`src/rtl/hash160_arbiter_if.sv`:
```
// Bundle of requester byte lanes, hash-core handshake and response channel for hash160_arbiter.
// master = arbiter side, slave = host/core environment.
interface hash160_arbiter_if #(
    parameter int NUM_REQ = 4,
    parameter int ID_W    = 2
);
    logic [NUM_REQ-1:0]   req_valid;
    logic [8*NUM_REQ-1:0] req_data;
    logic [NUM_REQ-1:0]   req_ready;
    logic                 core_start;
    logic [511:0]         core_block;
    logic                 core_done;
    logic [159:0]         core_digest;
    logic                 rsp_valid;
    logic [ID_W-1:0]      rsp_id;
    logic [31:0]          rsp_word;
    logic                 rsp_last;
    logic                 rsp_error;
    logic                 busy;

    modport master (
        input  req_valid, req_data, core_done, core_digest,
        output req_ready, core_start, core_block,
        output rsp_valid, rsp_id, rsp_word, rsp_last, rsp_error, busy
    );

    modport slave (
        output req_valid, req_data, core_done, core_digest,
        input  req_ready, core_start, core_block,
        input  rsp_valid, rsp_id, rsp_word, rsp_last, rsp_error, busy
    );
endinterface

```
`src/rtl/hash160_arbiter.sv`:
```
// Round-robin arbiter sharing one Hash160 core among NUM_REQ byte-stream requesters.
// Collects a 64-byte block, runs the core under a watchdog and returns the digest as five words.
//
// state | meaning
// IDLE  | choose next requester, searching upward from rr_ptr with wrap
// LOAD  | accept 64 bytes from the granted lane only
// START | one-cycle core start pulse
// WAIT  | wait for core_done while the watchdog counts
// OUT   | five digest beats to the granted requester
// ERR   | single timeout error beat
module hash160_arbiter #(
    parameter int NUM_REQ = 4,
    parameter int ID_W    = 2,
    parameter int TIMEOUT = 1024
) (
    input  logic              clk,
    input  logic              rst_n,
    hash160_arbiter_if.master bus
);
    localparam int TW = $clog2(TIMEOUT);

    typedef enum logic [2:0] {IDLE, LOAD, START, WAIT, OUT, ERR} state_t;

    state_t          state, state_nx;
    logic [ID_W-1:0] grant, grant_nx;
    logic [ID_W-1:0] rr_ptr, rr_ptr_nx;
    logic [ID_W-1:0] pick;
    logic            pick_ok;
    logic [5:0]      cnt, cnt_nx;
    logic [TW-1:0]   timer, timer_nx;
    logic [2:0]      word_idx, word_idx_nx;
    logic [159:0]    digest;
    logic [511:0]    block;
    logic [7:0]      lane_data;
    logic            lane_valid;
    logic            accept;
    logic            capture;
    logic [31:0]     out_word;
    logic            rsp_active;

    assign lane_data  = bus.req_data[{grant, 3'b000} +: 8];
    assign lane_valid = bus.req_valid[grant];
    assign accept     = (state == LOAD) && lane_valid;
    assign capture    = (state == WAIT) && bus.core_done;

    // Scanning from the highest offset down leaves the closest requester after rr_ptr as the winner.
    always_comb begin
        pick    = rr_ptr;
        pick_ok = 1'b0;
        for (int i = NUM_REQ - 1; i >= 0; i--) begin
            if (bus.req_valid[rr_ptr + ID_W'(i)]) begin
                pick    = rr_ptr + ID_W'(i);
                pick_ok = 1'b1;
            end
        end
    end

    always_comb begin
        state_nx    = state;
        grant_nx    = grant;
        rr_ptr_nx   = rr_ptr;
        cnt_nx      = cnt;
        timer_nx    = timer;
        word_idx_nx = word_idx;
        case (state)
            IDLE: begin
                if (pick_ok) begin
                    grant_nx  = pick;
                    rr_ptr_nx = pick + ID_W'(1);
                    cnt_nx    = '0;
                    state_nx  = LOAD;
                end
            end
            LOAD: begin
                if (lane_valid) begin
                    cnt_nx = cnt + 6'd1;
                    if (cnt == 6'd63) state_nx = START;
                end
            end
            START: begin
                timer_nx = '0;
                state_nx = WAIT;
            end
            WAIT: begin
                // done takes priority over a watchdog expiry in the same cycle
                if (bus.core_done) begin
                    word_idx_nx = '0;
                    state_nx    = OUT;
                end else if (timer == TW'(TIMEOUT - 1)) begin
                    state_nx = ERR;
                end else begin
                    timer_nx = timer + TW'(1);
                end
            end
            OUT: begin
                word_idx_nx = word_idx + 3'd1;
                if (word_idx == 3'd4) state_nx = IDLE;
            end
            ERR:     state_nx = IDLE;
            default: state_nx = IDLE;
        endcase
    end

    always_ff @(posedge clk or negedge rst_n) begin
        if (!rst_n) begin
            state    <= IDLE;
            grant    <= '0;
            rr_ptr   <= '0;
            cnt      <= '0;
            timer    <= '0;
            word_idx <= '0;
            digest   <= '0;
            block    <= '0;
        end else begin
            state    <= state_nx;
            grant    <= grant_nx;
            rr_ptr   <= rr_ptr_nx;
            cnt      <= cnt_nx;
            timer    <= timer_nx;
            word_idx <= word_idx_nx;
            // byte 0 lands in the top byte of the block, byte 63 in the bottom
            if (accept)  block[{~cnt, 3'b000} +: 8] <= lane_data;
            if (capture) digest <= bus.core_digest;
        end
    end

    always_comb begin
        out_word = '0;
        case (word_idx)
            3'd0:    out_word = digest[159:128];
            3'd1:    out_word = digest[127:96];
            3'd2:    out_word = digest[95:64];
            3'd3:    out_word = digest[63:32];
            3'd4:    out_word = digest[31:0];
            default: out_word = '0;
        endcase
    end

    assign rsp_active     = (state == OUT) || (state == ERR);
    assign bus.req_ready  = (state == LOAD) ? ({{(NUM_REQ-1){1'b0}}, 1'b1} << grant) : '0;
    assign bus.core_start = (state == START);
    assign bus.core_block = block;
    assign bus.rsp_valid  = rsp_active;
    assign bus.rsp_id     = rsp_active ? grant : '0;
    assign bus.rsp_word   = (state == OUT) ? out_word : '0;
    assign bus.rsp_last   = (state == ERR) || ((state == OUT) && (word_idx == 3'd4));
    assign bus.rsp_error  = (state == ERR);
    assign bus.busy       = (state != IDLE);
endmodule

```
`src/flat_wrapper.sv`:
```
// flat-port wrapper written by rule: the top's interface ports become plain ports
module hash160_arbiter_flat 
#(
    parameter int NUM_REQ = 4,
    parameter int ID_W    = 2,
    parameter int TIMEOUT = 1024
)
  (clk, rst_n, bus_req_valid, bus_req_data, bus_core_done, bus_core_digest, bus_req_ready, bus_core_start, bus_core_block, bus_rsp_valid, bus_rsp_id, bus_rsp_word, bus_rsp_last, bus_rsp_error, bus_busy);
  hash160_arbiter_if #(.NUM_REQ(NUM_REQ), .ID_W(ID_W)) bus_i ();
  input  logic clk;
  input  logic rst_n;
  input wire logic [$bits(bus_i.req_valid)-1:0] bus_req_valid;
  input wire logic [$bits(bus_i.req_data)-1:0] bus_req_data;
  input wire logic [$bits(bus_i.core_done)-1:0] bus_core_done;
  input wire logic [$bits(bus_i.core_digest)-1:0] bus_core_digest;
  output wire logic [$bits(bus_i.req_ready)-1:0] bus_req_ready;
  output wire logic [$bits(bus_i.core_start)-1:0] bus_core_start;
  output wire logic [$bits(bus_i.core_block)-1:0] bus_core_block;
  output wire logic [$bits(bus_i.rsp_valid)-1:0] bus_rsp_valid;
  output wire logic [$bits(bus_i.rsp_id)-1:0] bus_rsp_id;
  output wire logic [$bits(bus_i.rsp_word)-1:0] bus_rsp_word;
  output wire logic [$bits(bus_i.rsp_last)-1:0] bus_rsp_last;
  output wire logic [$bits(bus_i.rsp_error)-1:0] bus_rsp_error;
  output wire logic [$bits(bus_i.busy)-1:0] bus_busy;
  assign bus_i.req_valid = bus_req_valid;
  assign bus_i.req_data = bus_req_data;
  assign bus_i.core_done = bus_core_done;
  assign bus_i.core_digest = bus_core_digest;
  assign bus_req_ready = bus_i.req_ready;
  assign bus_core_start = bus_i.core_start;
  assign bus_core_block = bus_i.core_block;
  assign bus_rsp_valid = bus_i.rsp_valid;
  assign bus_rsp_id = bus_i.rsp_id;
  assign bus_rsp_word = bus_i.rsp_word;
  assign bus_rsp_last = bus_i.rsp_last;
  assign bus_rsp_error = bus_i.rsp_error;
  assign bus_busy = bus_i.busy;
  hash160_arbiter #(.NUM_REQ(NUM_REQ), .ID_W(ID_W), .TIMEOUT(TIMEOUT)) u_core (.clk(clk), .rst_n(rst_n), .bus(bus_i));
endmodule
```
`config.mk`:
```
export PLATFORM = sky130hd
export DESIGN_NAME = hash160_arbiter_flat
export DESIGN_NICKNAME = d
export VERILOG_FILES = /design/src/rtl/hash160_arbiter_if.sv /design/src/rtl/hash160_arbiter.sv /design/src/flat_wrapper.sv
export SDC_FILE = /design/constraint.sdc
export NUM_CORES = 1
export LEC_CHECK = 0
export ABC_AREA = 1
export ABC_CLOCK_PERIOD_IN_PS = 2210
export BUFFER_PORTS_ARGS = -buffer_cell sky130_fd_sc_hd__buf_4
export CAP_MARGIN = 20
export CORE_AREA = 2 2 292 294
export CTS_BUF_LIST = sky130_fd_sc_hd__clkbuf_8
export DETAILED_ROUTE_END_ITERATION = 10
export DIE_AREA = 0 0 294 296
export GPL_TIMING_DRIVEN = 0
export PLACE_DENSITY = 0.53
export SYNTH_ARGS = -nofsm -noshare
export SYNTH_HDL_FRONTEND = slang
export SYNTH_SLANG_ARGS = --single-unit
```
`constraint.sdc`:
```
create_clock -name clk -period 2.21 [get_ports clk]
set_input_delay 0.1105 -clock clk [delete_from_list [all_inputs] [get_ports clk]]
set_output_delay 0.1105 -clock clk [all_outputs]
set_load 0.005 [all_outputs]
```
## Yosys cells after proc, flatten, opt, wreduce, memory -nomap -nowiden

Index checks and enable logic that the tools add are counted.

| operators by class | value |
|---|---|
| $add $sub $neg | 8 |
| order comparisons | 5 |
| equality and inequality tests | 19 |
| shifts and indexed selects | 4 |
| multiplexer cells | 38 |
| bitwise gates (word level) | 1 |
| reduce and logical (&&, ||, !) cells | 16 |

Operators with widths:

| operator | count |
|---|---|
| $bwmux W512 | 1 |
| $shift A8 B11 Y512 const A | 1 |
| $shiftx A8 B11 Y512 | 1 |
| $pmux W32 S5 | 1 |
| $mux W32 | 1 |
| $shiftx A32 B6 Y8 | 1 |
| $mux W3 | 7 |
| $mux W10 | 2 |
| $pmux W10 S2 | 1 |
| $lt A2 B3 Y1 const B | 5 |
| $pmux W3 S5 | 1 |
| $eq A3 B2 Y1 const B | 4 |
| $mux W6 | 2 |
| $pmux W6 S2 | 1 |
| $neg A9 Y11 | 1 |
| $add A10 B1 Y10 const B | 1 |
| $bmux W1 S2 | 5 |
| $eq A10 B10 Y1 const B | 1 |
| $mux W2 | 5 |
| $eq A3 B3 Y1 const B | 3 |
| $mux W1 | 9 |
| $ne A2 B2 Y1 const B | 4 |
| $add A6 B1 Y6 const B | 1 |
| $eq A3 B1 Y1 const B | 2 |
| 18 further kinds | 30 |

| storage, ports and cells | value |
|---|---|
| bits in registers | 698 |
| input bits | 199 |
| output and inout port bits | 555 |
| logic and storage cells | 99 |

## Longest topological paths before layout

| logic depth | value |
|---|---|
| depth in word-level cells | 9 |
| gate-level depth with buffers | 14 |
| gate-level depth less buffers | 13 |

## Worst setup path after synthesis

No wires, ideal clock.

| timing | value |
|---|---|
| kind | register -> register |
| start | register u_core.cnt[1] |
| end | register u_core.block[346], in the netlist u_core.bus.core_block[346] |
| setup time | 0.119 ns |
| data arrival time | 1.883 ns |
| required time | 2.091 ns |
| path slack | 0.208 ns |
| cell stages (with the launch flop) | 14 |
| path buffers | 1 |
| clock period less this slack | 2.002 ns |
| cell sequence | dfrtp_1 ha_1 nand2_1 inv_2 nor2_4 nand2_2 nor2_4 inv_2 nor2_8 nand2_1 nor2_1 buf_4 nand2_1 o21a_1 |

| on the way | value |
|---|---|
| cells in the longest elaborated chain, start to end | 4 |
| elaborated cells on any way between the ends | 5 |
| classes of those cells | 1 x add/sub; 2 x shift; 1 x mux; 1 x bitwise |

RTL lines:

| element | line | RTL |
|---|---|---|
| start, declared | hash160_arbiter.sv:29 | `logic [5:0] cnt, cnt_nx;` |
| start signal, assigned | hash160_arbiter.sv:118 | `cnt <= cnt_nx;` |
| $not A6 Y6 (*) | hash160_arbiter.sv:122 | `if (accept) block[{~cnt, 3'b000} +: 8] <= lane_data;` |
| $neg A9 Y11 (*) | hash160_arbiter.sv:122 |  |
| $shiftx A8 B11 Y512 or $shift A8 B11 Y512 (tied branches) | hash160_arbiter.sv:122 |  |
| $bwmux W512 (*) | hash160_arbiter.sv:122 |  |
| end signal, assigned by index | hash160_arbiter.sv:122 |  |
| end, declared | hash160_arbiter.sv:33 | `logic [511:0] block;` |

Every way passes the cells marked *; elsewhere a longest branch is shown, timed or not.
A chain may end at the register's enable or synchronous reset.

## Final worst setup path

| timing | value |
|---|---|
| start | register u_core.word_idx[0] |
| end | output bus_rsp_word[26] |

| on the way | value |
|---|---|
| cells in the longest elaborated chain, start to end | 3 |
| elaborated cells on any way between the ends | 7 |
| classes of those cells | 4 x eq/ne; 2 x mux; 1 x reduce/logical |

RTL lines:

| element | line | RTL |
|---|---|---|
| start, declared | hash160_arbiter.sv:31 | `logic [2:0] word_idx, word_idx_nx;` |
| start signal, assigned | hash160_arbiter.sv:120 | `word_idx <= word_idx_nx;` |
| $eq A3 B3 Y1, or another cell as far along | hash160_arbiter.sv:129 | `case (word_idx)` |
| $pmux W32 S5 (*) | hash160_arbiter.sv:129 |  |
| $mux W32 (*) | hash160_arbiter.sv:145 | `assign bus.rsp_word = (state == OUT) ? out_word : '0;` |
| end, declared | flat_wrapper.sv:21 | `output wire logic [$bits(bus_i.rsp_word)-1:0] bus_rsp_word;` |

Marks and branches as above.

==> impl_metrics.ini <==
[logic_synthesis]
netlist_area_sq_um = 28700
postSynthAreaPerCell_sq_um = 9.60
synth_cell_type_count = 42
synth_seq_cells = 698
async_flop_share = 1.00
syn-num-nets = 3194
seq_area_frac_synth = 0.609
synthCells = 2988
synth_edf_count = 0
yosysWarnings = 0
synth_ff_type = dfrtp_1

[clocking]
cts_max_path_buffers = 3
worstSkewPairLatency_ns = 0.76
root_buffer = clkbuf_8
h-tree-depth = 3
clkSlewWorstSetupHoldPaths_ns = 0.06
numCtsBuffers = 119
cts_tree = done
cts.sinks = 698
hold_buffers = 181

[pwr]
powerDensity_nw_per_um2 = 1040
pwr-share-seq = 0.345
p_leak_nw = 22.6
p_int_w = 0.0286
swShare = 0.381
ir_worst_vdd_mv = 0.830
p_comb_frac = 0.385
p_sw_w = 0.0176
total_power_w = 0.0461
clock_power_share = 0.270

[timing]
skew_ns = 0.0620
setup_ws_ns = -0.446
slew_viol_final = 0
rsz0062_at_grt = true
finalCritPeriodShare = 1.20
hold_ws_ns = -0.0548
finalCriticalPeriod_ns = 2.66
hold_viol = 72
maxSlewHeadroom = 0.567
fmax_mhz = 376
setup_viol = 42
tns_ns = -9.94
tightestPinTransition_ns = 0.649

[drt]
first_iter_violations = 1811
dr_wl_met3_mm = 8.47
dr_wl_met2_mm = 59.1
vias = 26567
via_per_inst = 4.93
routed.top_layer = met4
wl_per_cell_um = 22.5
totalWireLength_mm = 121
dr.pass1.iters = 6
ant_nets = 0
drc = 0
wl_met1_mm = 48.2

[setup_path]
start_kind = flop
crit_chain = buf_6, ha_4, ha_4, buf_8, a22o_1, a311oi_2, nor2_2, buf_4
critPathKind = reg2out
cp.required_ns = 2.10
critPathMaxStageDelay_ns = 0.41
worstPathArrival_ns = 2.55
crit_family = compound AO/OA/AOI/OAI gates
path_common_cell = ha_4
cp_num_buf_inv = 3
cp_slowest_cell = dfrtp_1
critPathMaxFanout = 10
cp-end-kind = output port

[cells_and_area]
drive_above_1_share = 0.394
fin_nets = 4394
final_area_sq_um = 44300
area_delta_synth_final_pct = 54.4
fillerInstances = 7813
multiInputGateArea_sq_um = 11600
register_area_sq_um = 17500

[grt]
antenna_found_initial = 6
grt_usage = 0.269
grt_pass1_vias = 26206
grt-ovfl-total = 0
grt_start_max_net_pins = 115
grt_pass1_wl_mm = 173

[floorplan]
dieArea_sq_um = 87000
core-area_sq_um = 84200
top_level_ports = 754
start_util = 0.341
dieHeight_um = 296
fp-row-count = 107
die_w_um = 294

[placement]
port_buffers = 753
dpl-instance-area_sq_um = 35900
place_hpwl_mm = 86.8
gp_congestion = 0.841

[flow_run]
maxCapViolations = 0

[outcome]
violations = hold timing, setup timing
status = finished with violations

[hold_path]
hold_path_class = in2async
-- cells by family after synthesis --
group,count (synthesis),synth area share
buf+inv,309,0.0453
compound gates,559,0.107
flops,698,0.609
simple gates,1302,0.191
fa+ha+maj,7,0.00305
mux,112,0.0440
xor+xnor,1,0.000305
-- flip-flops by register name, summed over array words and instances, names as in the netlist --
register / cells
u_core.digest: 160
u_core.state: 3
u_core.timer: 10
u_core.word_idx: 3
u_core.cnt: 6
u_core.rr_ptr: 2
u_core.bus.core_block: 512
u_core.grant: 2
-- metal layers --
metal  vias to the layer above  GRT usage
li1                      12342          -
met1                     13063      0.329
met2                       922      0.448
met3                       240     0.0667
met4                         0      0.128
met5                         -          0
-- cell type report --
class | instances | share of cell area
flip-flops and latches | 698 | 0.395
repair buffers | 1094 | 0.210
inverters | 153 | 0.0147
multi-input cells | 1982 | 0.262
plain buffers | 140 | 0.0295
clock inverters | 58 | 0.00825
well taps | 1090 | 0.0308
clock buffers | 161 | 0.0500
diodes | 8 | 0.000452
-- cells in the mapped netlist (2+ instances only) --
library cell | count | area (sq um)
a22o_1 | 24 | 210
nand4_1 | 13 | 81.3
a31oi_1 | 16 | 100
buf_4 | 12 | 90.1
nor2_1 | 183 | 687
nand3_1 | 180 | 901
nand2_2 | 28 | 175
inv_2 | 14 | 52.6
or2_2 | 3 | 18.8
nor2_2 | 24 | 150
nor2_4 | 10 | 113
nor3_1 | 3 | 15.0
dfrtp_1 | 698 | 17500
o21ai_0 | 173 | 866
a21oi_1 | 87 | 435
buf_6 | 2 | 22.5
o21ai_1 | 190 | 951
buf_2 | 61 | 305
clkbuf_1 | 78 | 293
buf_1 | 3 | 11.3
ha_1 | 7 | 87.6
nor2_8 | 2 | 40.0
a311oi_1 | 24 | 210
o22ai_1 | 36 | 225
nand2_4 | 3 | 33.8
nand3_2 | 4 | 40.0
o21a_1 | 6 | 45.0
nand2_1 | 843 | 3160
mux2_2 | 112 | 1260
inv_1 | 133 | 499
clkinv_1 | 5 | 18.8
-- per-stage QoR --
step / hold WS (ns) / cells / utilization / setup WS [ns]
finish: -0.0548 / 5384 / 0.526 / -0.446
global route: -0.0770 / 5382 / 0.526 / -0.544
detailed placement: 0.172 / 4841 / 0.427 / -0.977
global placement: 0.344 / 4831 / 0.424 / -7.55
CTS: -0.0539 / 5332 / 0.508 / -0.505
floorplan: -0.185 / 2988 / - / 0.208
-- worst paths after layout --
check                                                  startpoint                                     end  slack (ns)  depth (start not counted)
setup / recovery                   u_core.word_idx[0]$_DFFE_PN0P_                        bus_rsp_word[26]       -0.45                          8
hold / removal                                              rst_n  u_core.bus.core_block[461]$_DFFE_PN0P_       -0.05                          2
setup reg to reg                        u_core.cnt[1]$_DFFE_PN0P_  u_core.bus.core_block[185]$_DFFE_PN0P_       -0.01                         14
hold reg to reg            u_core.bus.core_block[179]$_DFFE_PN0P_  u_core.bus.core_block[179]$_DFFE_PN0P_        0.47                          2
max in group asynchronous                                   rst_n  u_core.bus.core_block[226]$_DFFE_PN0P_        0.36                          5
min in group clk                                 bus_req_data[24]  u_core.bus.core_block[384]$_DFFE_PN0P_        0.04                          5
-- power by group through the flow --
stage               registers [W]  logic [W]  clock network, W
floorplan                  0.0158    0.00682                 0
global placement           0.0160     0.0129                 0
detailed placement         0.0160     0.0132                 0
CTS                        0.0158     0.0163            0.0127
global route               0.0161     0.0189            0.0133
finish                     0.0159     0.0178            0.0125
-- repair_timing --
item | CTS | global route
setup endpoints to repair | 685 | 598
hold endpoints to repair | 489 | 80
gates cloned | 9 | 4
pin swaps | 38 | 64
resized for setup | 450 | 339
buffers inserted | 88 | 53
-- placed cells by master, fill, tap and decap left out, types with 14 or more instances in the layout --
master,count
a21oi_1,80
a22o_1,24
a311oi_2,15
buf_12,29
buf_2,25
buf_4,868
buf_6,48
buf_8,17
clkbuf_2,23
clkbuf_4,14
clkbuf_8,168
clkinv_2,17
dfrtp_1,694
dlygate4sd3_1,178
inv_1,145
inv_2,17
mux2_2,112
nand2_1,747
nand2_2,72
nand2_4,38
nand2_8,18
nand3_1,165
nand3_4,18
nor2_1,138
nor2_2,14
nor2_4,65
o21ai_0,135
o21ai_1,212
o21ai_2,15
o22ai_1,28
Power figures use the tool's default switching activity.
